===== src/rtl/pkg_dtypes.sv =====
// Shared datatypes for the execution-unit datapath and the interconnect
// transmit queue.
package pkg_dtypes;

    typedef logic [31:0] type_exec_unit_data;

    typedef struct packed {
        logic [1:0] eu_idx;
        logic [3:0] reg_idx;
    } type_exec_unit_addr;

    typedef struct packed {
        type_exec_unit_data opd_data;
        type_exec_unit_addr opd_addr;
        logic               opd_opx;
        logic               opd_valid;
    } type_alu_channel_tx;

    typedef struct packed {
        type_exec_unit_addr addr;
        type_exec_unit_data data;
        logic               valid;
    } type_icon_tx_channel;

    typedef struct packed {
        logic success;
    } type_icon_rx_channel;

    typedef struct packed {
        logic               opx;
        type_exec_unit_addr addr;
        type_exec_unit_data data;
    } type_icon_txq_entry;

    localparam int ICON_TXQ_DEPTH = 4;

    typedef enum logic [1:0] {
        OCC_EMPTY  = 2'd0,
        OCC_ACTIVE = 2'd1,
        OCC_FULL   = 2'd2
    } type_txq_occ;

endpackage


===== src/rtl/eu_txq_mem.sv =====
// Entry storage for the interconnect transmit queue: one write port, one
// asynchronous read port, storage intentionally not reset.
module eu_txq_mem
    import pkg_dtypes::*;
#(
    parameter int DEPTH = ICON_TXQ_DEPTH
) (
    input  logic                     i_clk,
    input  logic                     i_wr_en,
    input  logic [$clog2(DEPTH)-1:0] i_wr_addr,
    input  type_icon_txq_entry       i_wr_data,
    input  logic [$clog2(DEPTH)-1:0] i_rd_addr,
    output type_icon_txq_entry       o_rd_data
);

    type_icon_txq_entry r_mem [DEPTH];

    always_ff @(posedge i_clk) begin
        if (i_wr_en) begin
            r_mem[i_wr_addr] <= i_wr_data;
        end
    end

    assign o_rd_data = r_mem[i_rd_addr];

endmodule


===== src/rtl/eu_icon_txq.sv =====
// Outbound write queue from the ALU toward the interconnect, with head retry
// counter. Define EU_TXQ_BYPASS_EN to present a push to an empty queue in the same cycle.
//
// state      | meaning
// OCC_EMPTY  | count == 0, nothing offered (except bypass)
// OCC_ACTIVE | 0 < count < DEPTH, head offered, pushes accepted
// OCC_FULL   | count == DEPTH, head offered, pushes refused
module eu_icon_txq
    import pkg_dtypes::*;
#(
    parameter int DEPTH   = ICON_TXQ_DEPTH,
    parameter int RETRY_W = 8
) (
    input  logic                       i_clk,
    input  logic                       i_nreset,
    input  type_alu_channel_tx         i_alu_tx,
    output logic                       o_alu_tx_ready,
    output type_icon_tx_channel        o_icon_tx,
    output logic                       o_icon_opx,
    input  type_icon_rx_channel        i_icon_rx,
    output logic [$clog2(DEPTH+1)-1:0] o_count,
    output logic [RETRY_W-1:0]         o_retry_cnt
);

    localparam int PW = $clog2(DEPTH);
    localparam int CW = $clog2(DEPTH + 1);
    localparam logic [CW-1:0]      C_DEPTH     = CW'(DEPTH);
    localparam logic [RETRY_W-1:0] C_RETRY_MAX = '1;

    logic [PW-1:0]      r_wr_ptr;
    logic [PW-1:0]      r_rd_ptr;
    logic [CW-1:0]      r_count;
    logic [CW-1:0]      w_count_nxt;
    logic [RETRY_W-1:0] r_retry;
    type_txq_occ        r_occ;
    type_txq_occ        w_occ_nxt;

    type_icon_txq_entry w_in_entry;
    type_icon_txq_entry w_head;
    type_icon_txq_entry w_out;
    logic               w_ready;
    logic               w_push;
    logic               w_head_valid;
    logic               w_bypass;
    logic               w_valid;
    logic               w_pop;
    logic               w_deq;
    logic               w_store;

    assign w_in_entry.opx  = i_alu_tx.opd_opx;
    assign w_in_entry.addr = i_alu_tx.opd_addr;
    assign w_in_entry.data = i_alu_tx.opd_data;

    assign w_ready      = (r_occ != OCC_FULL);
    assign w_push       = i_alu_tx.opd_valid && w_ready && i_nreset;
    assign w_head_valid = (r_occ != OCC_EMPTY);

`ifdef EU_TXQ_BYPASS_EN
    assign w_bypass = !w_head_valid && w_push;
`else
    assign w_bypass = 1'b0;
`endif

    // A bypassed entry taken in the same cycle never touches storage.
    assign w_valid = w_head_valid || w_bypass;
    assign w_pop   = w_valid && i_icon_rx.success;
    assign w_deq   = w_pop && w_head_valid;
    assign w_store = w_push && !(w_pop && w_bypass);
    assign w_out   = w_bypass ? w_in_entry : w_head;

    eu_txq_mem #(
        .DEPTH(DEPTH)
    ) u_mem (
        .i_clk    (i_clk),
        .i_wr_en  (w_store),
        .i_wr_addr(r_wr_ptr),
        .i_wr_data(w_in_entry),
        .i_rd_addr(r_rd_ptr),
        .o_rd_data(w_head)
    );

    always_comb begin
        w_count_nxt = r_count;
        case ({w_store, w_deq})
            2'b10:   w_count_nxt = r_count + CW'(1);
            2'b01:   w_count_nxt = r_count - CW'(1);
            default: w_count_nxt = r_count;
        endcase

        w_occ_nxt = OCC_ACTIVE;
        if (w_count_nxt == '0) begin
            w_occ_nxt = OCC_EMPTY;
        end else if (w_count_nxt == C_DEPTH) begin
            w_occ_nxt = OCC_FULL;
        end
    end

    always_ff @(posedge i_clk) begin
        if (!i_nreset) begin
            r_occ <= OCC_EMPTY;
        end else begin
            r_occ <= w_occ_nxt;
        end
    end

    always_ff @(posedge i_clk) begin
        if (!i_nreset) begin
            r_wr_ptr <= '0;
            r_rd_ptr <= '0;
            r_count  <= '0;
            r_retry  <= '0;
        end else begin
            if (w_store) begin
                r_wr_ptr <= r_wr_ptr + PW'(1);
            end
            if (w_deq) begin
                r_rd_ptr <= r_rd_ptr + PW'(1);
            end
            r_count <= w_count_nxt;
            if (!w_valid || w_pop) begin
                r_retry <= '0;
            end else if (r_retry != C_RETRY_MAX) begin
                r_retry <= r_retry + RETRY_W'(1);
            end
        end
    end

    always_comb begin
        o_icon_tx  = '0;
        o_icon_opx = 1'b0;
        if (w_valid) begin
            o_icon_tx.valid = 1'b1;
            o_icon_tx.addr  = w_out.addr;
            o_icon_tx.data  = w_out.data;
            o_icon_opx      = w_out.opx;
        end
    end

    assign o_alu_tx_ready = w_ready;
    assign o_count        = r_count;
    assign o_retry_cnt    = r_retry;

endmodule


===== config.mk =====
export PLATFORM = sky130hd
export DESIGN_NAME = eu_icon_txq
export DESIGN_NICKNAME = d
export VERILOG_FILES = /design/src/rtl/pkg_dtypes.sv /design/src/rtl/eu_txq_mem.sv /design/src/rtl/eu_icon_txq.sv
export SDC_FILE = /design/constraint.sdc
export NUM_CORES = 1
export LEC_CHECK = 0
export BUFFER_PORTS_ARGS = -buffer_cell sky130_fd_sc_hd__clkbuf_2
export CAP_MARGIN = 30
export CORE_UTILIZATION = 51
export CTS_CLUSTER_SIZE = 25
export DETAILED_ROUTE_END_ITERATION = 16
export GPL_TIMING_DRIVEN = 0
export HOLD_SLACK_MARGIN = 0.06
export PLACE_DENSITY = 0.72
export SLEW_MARGIN = 10
export SYNTH_ARGS = -nofsm -noshare
export SYNTH_HDL_FRONTEND = slang
export SYNTH_HIERARCHICAL = 1
export SYNTH_SLANG_ARGS = --single-unit

===== constraint.sdc =====
create_clock -name i_clk -period 4.95 [get_ports i_clk]
set_input_delay 0.99 -clock i_clk [delete_from_list [all_inputs] [get_ports i_clk]]
set_output_delay 0.99 -clock i_clk [all_outputs]
set_load 0.02 [all_outputs]

* Word-level counts from Yosys, hierarchy flattened *
Memories as Yosys holds them, arrays and structs flattened. A register that Yosys moved wholly into a read port is not among the register bits.
Index checks and enable logic that the tools add are counted.

word-level totals
  bits of input ports = 43
  bits in registers = 17
  word-level logic and storage cells = 35
  bits in writable memories = 156
  output and inout bits = 52
  memories kept = 1

operators by class
  bitwise logic cells = 1
  reduce and logical (&&, ||, !) cells = 10
  equal/unequal tests = 5
  add/subtract/negate cells = 5
  mux-type cells = 8

memory list
  memory       words  bits a word  rd ports  clocked after Yosys merged registers in  write ports  line              RTL
  u_mem.r_mem  4      39           1         1                                        1            eu_txq_mem.sv:16  type_icon_txq_entry r_mem [DEPTH];

operator list
  operator                                             number
  2-to-1 mux 39 bit                                    1
  adder 8 x 1 -> 8 bit, second input constant          1
  inequality test 8 bit, second input constant         1
  2-to-1 mux 2 bit                                     3
  one-hot mux 3 bit (2 select lines)                   1
  adder 2 x 1 -> 2 bit, second input constant          2
  logical AND 1 bit                                    4
  OR reduction 2 bit                                   2
  adder 3 x 1 -> 3 bit, second input constant          1
  equality test 3 bit, second input constant           1
  logical NOT 3 bit                                    1
  2-to-1 mux 1 bit                                     3
  subtractor 3 x 1 -> 3 bit, second input constant     1
  equality test 2 x 1 -> 1 bit, second input constant  1
  equality test 2 bit, second input constant           1
  inequality test 2 bit, second input constant         1
  nonzero test 2 bit                                   1
  logical NOT 1 bit                                    1
  logical OR 1 bit                                     1
  inverter 1 bit                                       1

* Depth between registers and ports, before layout *
  depth after elaboration = 7
  gate-level depth with buffers = 9
  depth with buffers taken out = 9

* Hierarchy *
Netlist, hierarchy kept.

by module, submodules not included
  module       sequential area each (um^2)  area each (um^2)  cells each  instances
  eu_txq_mem   4,684.5                      5,649.2           207         1
  eu_icon_txq  340.3                        1,202.4           141         1

* Least setup slack after synthesis *
No wires, ideal clock.

  kind = input-to-reg
  start point = input i_nreset
  end point = memory u_mem/r_mem[0][0] (netlist bit), enable pin
  setup slack = 0.175 ns
  arrival time = 4.283 ns
  buffers on the path = 1
  stages = 4
  library setup time = 0.492 ns
  required time = 4.458 ns
  cell sequence = clkbuf_1 nand3_1 inv_1 nor3b_1

between the ends
  cells in the longest elaborated chain, start to end = 3

RTL lines
  what                                    line               RTL
  from (decl)                             eu_icon_txq.sv:15  input logic i_nreset,
  logical AND 1 bit                       eu_icon_txq.sv:55  assign w_push = i_alu_tx.opd_valid && w_ready && i_nreset;
  named net w_push                        eu_icon_txq.sv:42  logic w_push;
  2-to-1 mux 1 bit                        eu_txq_mem.sv:19   if (i_wr_en) begin
  2-to-1 mux 1 bit (implied by the code)  eu_txq_mem.sv:20   r_mem[i_wr_addr] <= i_wr_data;
  to (decl)                               eu_txq_mem.sv:16

The timed path passes the listed nets, and every way through them passes these cells.

==> run metrics <==
result of the run=finished clean; gr ovfl total=0; switch share=0.234; count of fill cells added during filler insertion=937; average wire per standard cell=18.3 um; critical path fanouts, max=10; part of the power in the clock network=0.333; hold_buf cts=0; EDFF count, synth=156; distinct cell type count after synthesis=48; total wire length=11900 um; mean number of vias per cell=5.40; final setup skew=8.61 ps; Max Freq=0.323 GHz; layout overhead on the synthesized area=18.5%; Post-Synthesis Mean Instance Area=19.7 um2; number of input and output port buffers inserted=94; global-route wire length before repair=18800 um; post-layout net count=515; largest net degree at the start of global routing=27; most used routing layer=met2; unrepaired setup endpoints after global routing=no; Core Area=12900 um2; CTS Buf Count=17; Die X=118 um; number of warnings issued by yosys=6; total global-route track usage=0.185; reg-to-reg endpoint=o_count[2]; Worst R2R Setup Slack=2790 ps; met1 Usage GRT=0.225; Tmin final=3100 ps; initial antenna violation count=0; Skew-Pair Late Insertion Delay=410 ps; type of destination of the critical path=primary output; num rows=41; detailed-route via count=3505; Pwr per Cell Area=399 nW/um2; diode insertion count for antenna repair=0; worst ir drop on vdd=0.310 mV; post-route DRC violation count=0; initial core utilization=0.532; TritonCTS clock tree=yes; iteration count of the initial detailed-routing pass=4; number of max-cap violations=0; floorplan die height=118 um; Data arrival, critical path=2110 ps; number of standard cells after synthesis=348; worst r2r path cells=9; path category of the worst min-delay check=reg -> reg; Final Max Slew Viols=0; ports placed on the boundary=95; Max clock buf depth=2; first element of the critical path=r_rd_ptr[0]; final hold violations=0; worst max-slew margin expressed relative to the limit=0.550; transition time at the pin with the least slew margin=675 ps; proportion of synthesized chip area in sequential cells=0.733; number of global-route vias before repair=3594; half-perimeter wire length after placement=7900 um; endpoint required time on the critical path=3960 ps; CP Class=reg -> out; proportion of register bits with asynchronous set or reset after synthesis=0; most instantiated flip-flop cell in the synthesis netlist=edfxtp_1; fraction of layout cells with a size suffix above 1=0.398; Gate power share=0.155; commonest non-fill, non-tap cells in the layout=edfxtp_1 (156), clkbuf_2 (94), and2_1 (43), mux4_2 (39); Post-Synthesis Net Count=394; FF+latch count, synth=173; GR met2 Demand/Resource=0.304; Leakage Power=2.87 nW; worst slack after detailed placement=1920 ps; Period Utilization, post-route=0.626; Pint=2.48 mW; Resized cells post-CTS=0; launch instance of the worst register-to-register path=r_occ[1]; most common cell after layout, fill and taps aside=edfxtp_1; global routing usage on met3=0.0644; number of setup buffers added after CTS=0; number of DRC markers in iteration 0=255; clock slew seen by the registers of the worst setup and hold paths=60 ps; ANT nets after route=0; sequential group share of total power=0.512; last weighted congestion value of the routability-driven placer=0.725; power spent charging and discharging nets=0.759 mW; final worst slack=1850 ps; depth of the CTS H-tree=4; area enclosed by the die boundary=13900 um2; crit path launch type=register; Pwr Total=3.24 mW; clock root buffer master=clkbuf_16; Clock Sinks=173; number of endpoints failing setup at the final stage=0; area of the mapped netlist=6850 um2; Setup crit end=o_icon_tx[32]
## worst max-delay path: stages, from the launching register on
cell and delay [ps]:
dfxtp_1 450, buf_6 220, buf_6 210, mux4_2 520
and2_1 150, clkbuf_2 150
## stage by stage
step                area (um2)  utilization  std cells  setup TNS, ps  hold WS (ps)
floorplan                 6850            -        348              0           472
global placement          7540        0.585        614         -91400           490
detailed placement        7650        0.595        622              0           510
CTS                       8120        0.631        649              0           522
global route              8120        0.631        649              0           538
finish                    8120        0.631        649              0           521
## layout make-up
| type | count | area [um2] | area share |
|---|---|---|---|
| Buffer | 16 | 131 | 0.0162 |
| Clock buffer | 20 | 437 | 0.0538 |
| Multi-Input combinational cell | 149 | 1670 | 0.205 |
| Tap cell | 172 | 215 | 0.0265 |
| Inverter | 10 | 37.5 | 0.00462 |
| Sequential cell | 173 | 5020 | 0.619 |
| Timing Repair Buffer | 102 | 579 | 0.0713 |
| Clock inverter | 7 | 28.8 | 0.00354 |
## synthesized netlist by cell type, drive strengths merged, types with 3 or more instances
| master | count | share of area |
|---|---|---|
| and3b | 3 | 0.0038 |
| xnor2 | 3 | 0.0038 |
| a21oi | 3 | 0.0027 |
| dfxtp | 17 | 0.050 |
| buf | 13 | 0.018 |
| nor2 | 3 | 0.0016 |
| edfxtp | 156 | 0.68 |
| and3 | 3 | 0.0029 |
| mux4 | 39 | 0.13 |
| o21ai | 4 | 0.0029 |
| nand2 | 5 | 0.0042 |
| inv | 10 | 0.0055 |
| clkbuf | 3 | 0.0016 |
| nor3 | 4 | 0.0037 |
| and4 | 4 | 0.0060 |
| nor3b | 3 | 0.0040 |
| a211oi | 3 | 0.0047 |
| nand3 | 7 | 0.0051 |
| and2 | 43 | 0.039 |
## sequential cells by signal, summed over array words and instances, names as in the netlist
name and count:
u_mem/r_mem 156, o_retry_cnt 8, o_count 3, r_occ 2
r_rd_ptr 2, r_wr_ptr 2
## layer usage
metal	wire [um]	share of wire
met2	6130	0.52
met3	596	0.050
met5	0	0
met4	174	0.015
met1	4960	0.42
## how the worst min path moves through the flow
stage	start	end	slack, ps	cells past startpoint
2_1_floorplan	r_wr_ptr[1]	r_wr_ptr[1]	470	2
6_report	o_count[2]	r_occ[1]	520	2
5_1_grt	r_wr_ptr[1]	r_wr_ptr[1]	540	2
3_3_place_gp	r_wr_ptr[1]	r_wr_ptr[1]	490	2
4_1_cts	o_count[2]	o_count[2]	520	2
3_5_place_dp	o_count[2]	o_count[2]	510	2
## power by group through the flow
| stage | Combinational, mW | Clock, mW | Sequential [mW] |
|---|---|---|---|
| 2_1_floorplan | 0.344 | 0 | 1.69 |
| 3_3_place_gp | 0.497 | 0 | 1.69 |
| 3_5_place_dp | 0.512 | 0 | 1.69 |
| 4_1_cts | 0.514 | 1.10 | 1.66 |
| 5_1_grt | 0.546 | 1.16 | 1.66 |
| 6_report | 0.503 | 1.08 | 1.66 |
## cells by family after synthesis
kind of cell | synth area share
AOI/OAI and AO/OA | 0.0201
xor gates and xnor gates | 0.00511
adders and majority gates | 0.00657
buffers and inverters | 0.0247
DFF | 0.733
muxes | 0.131
and+or+nand+nor | 0.0791
No activity file was read; power rests on OpenSTA's default activity.
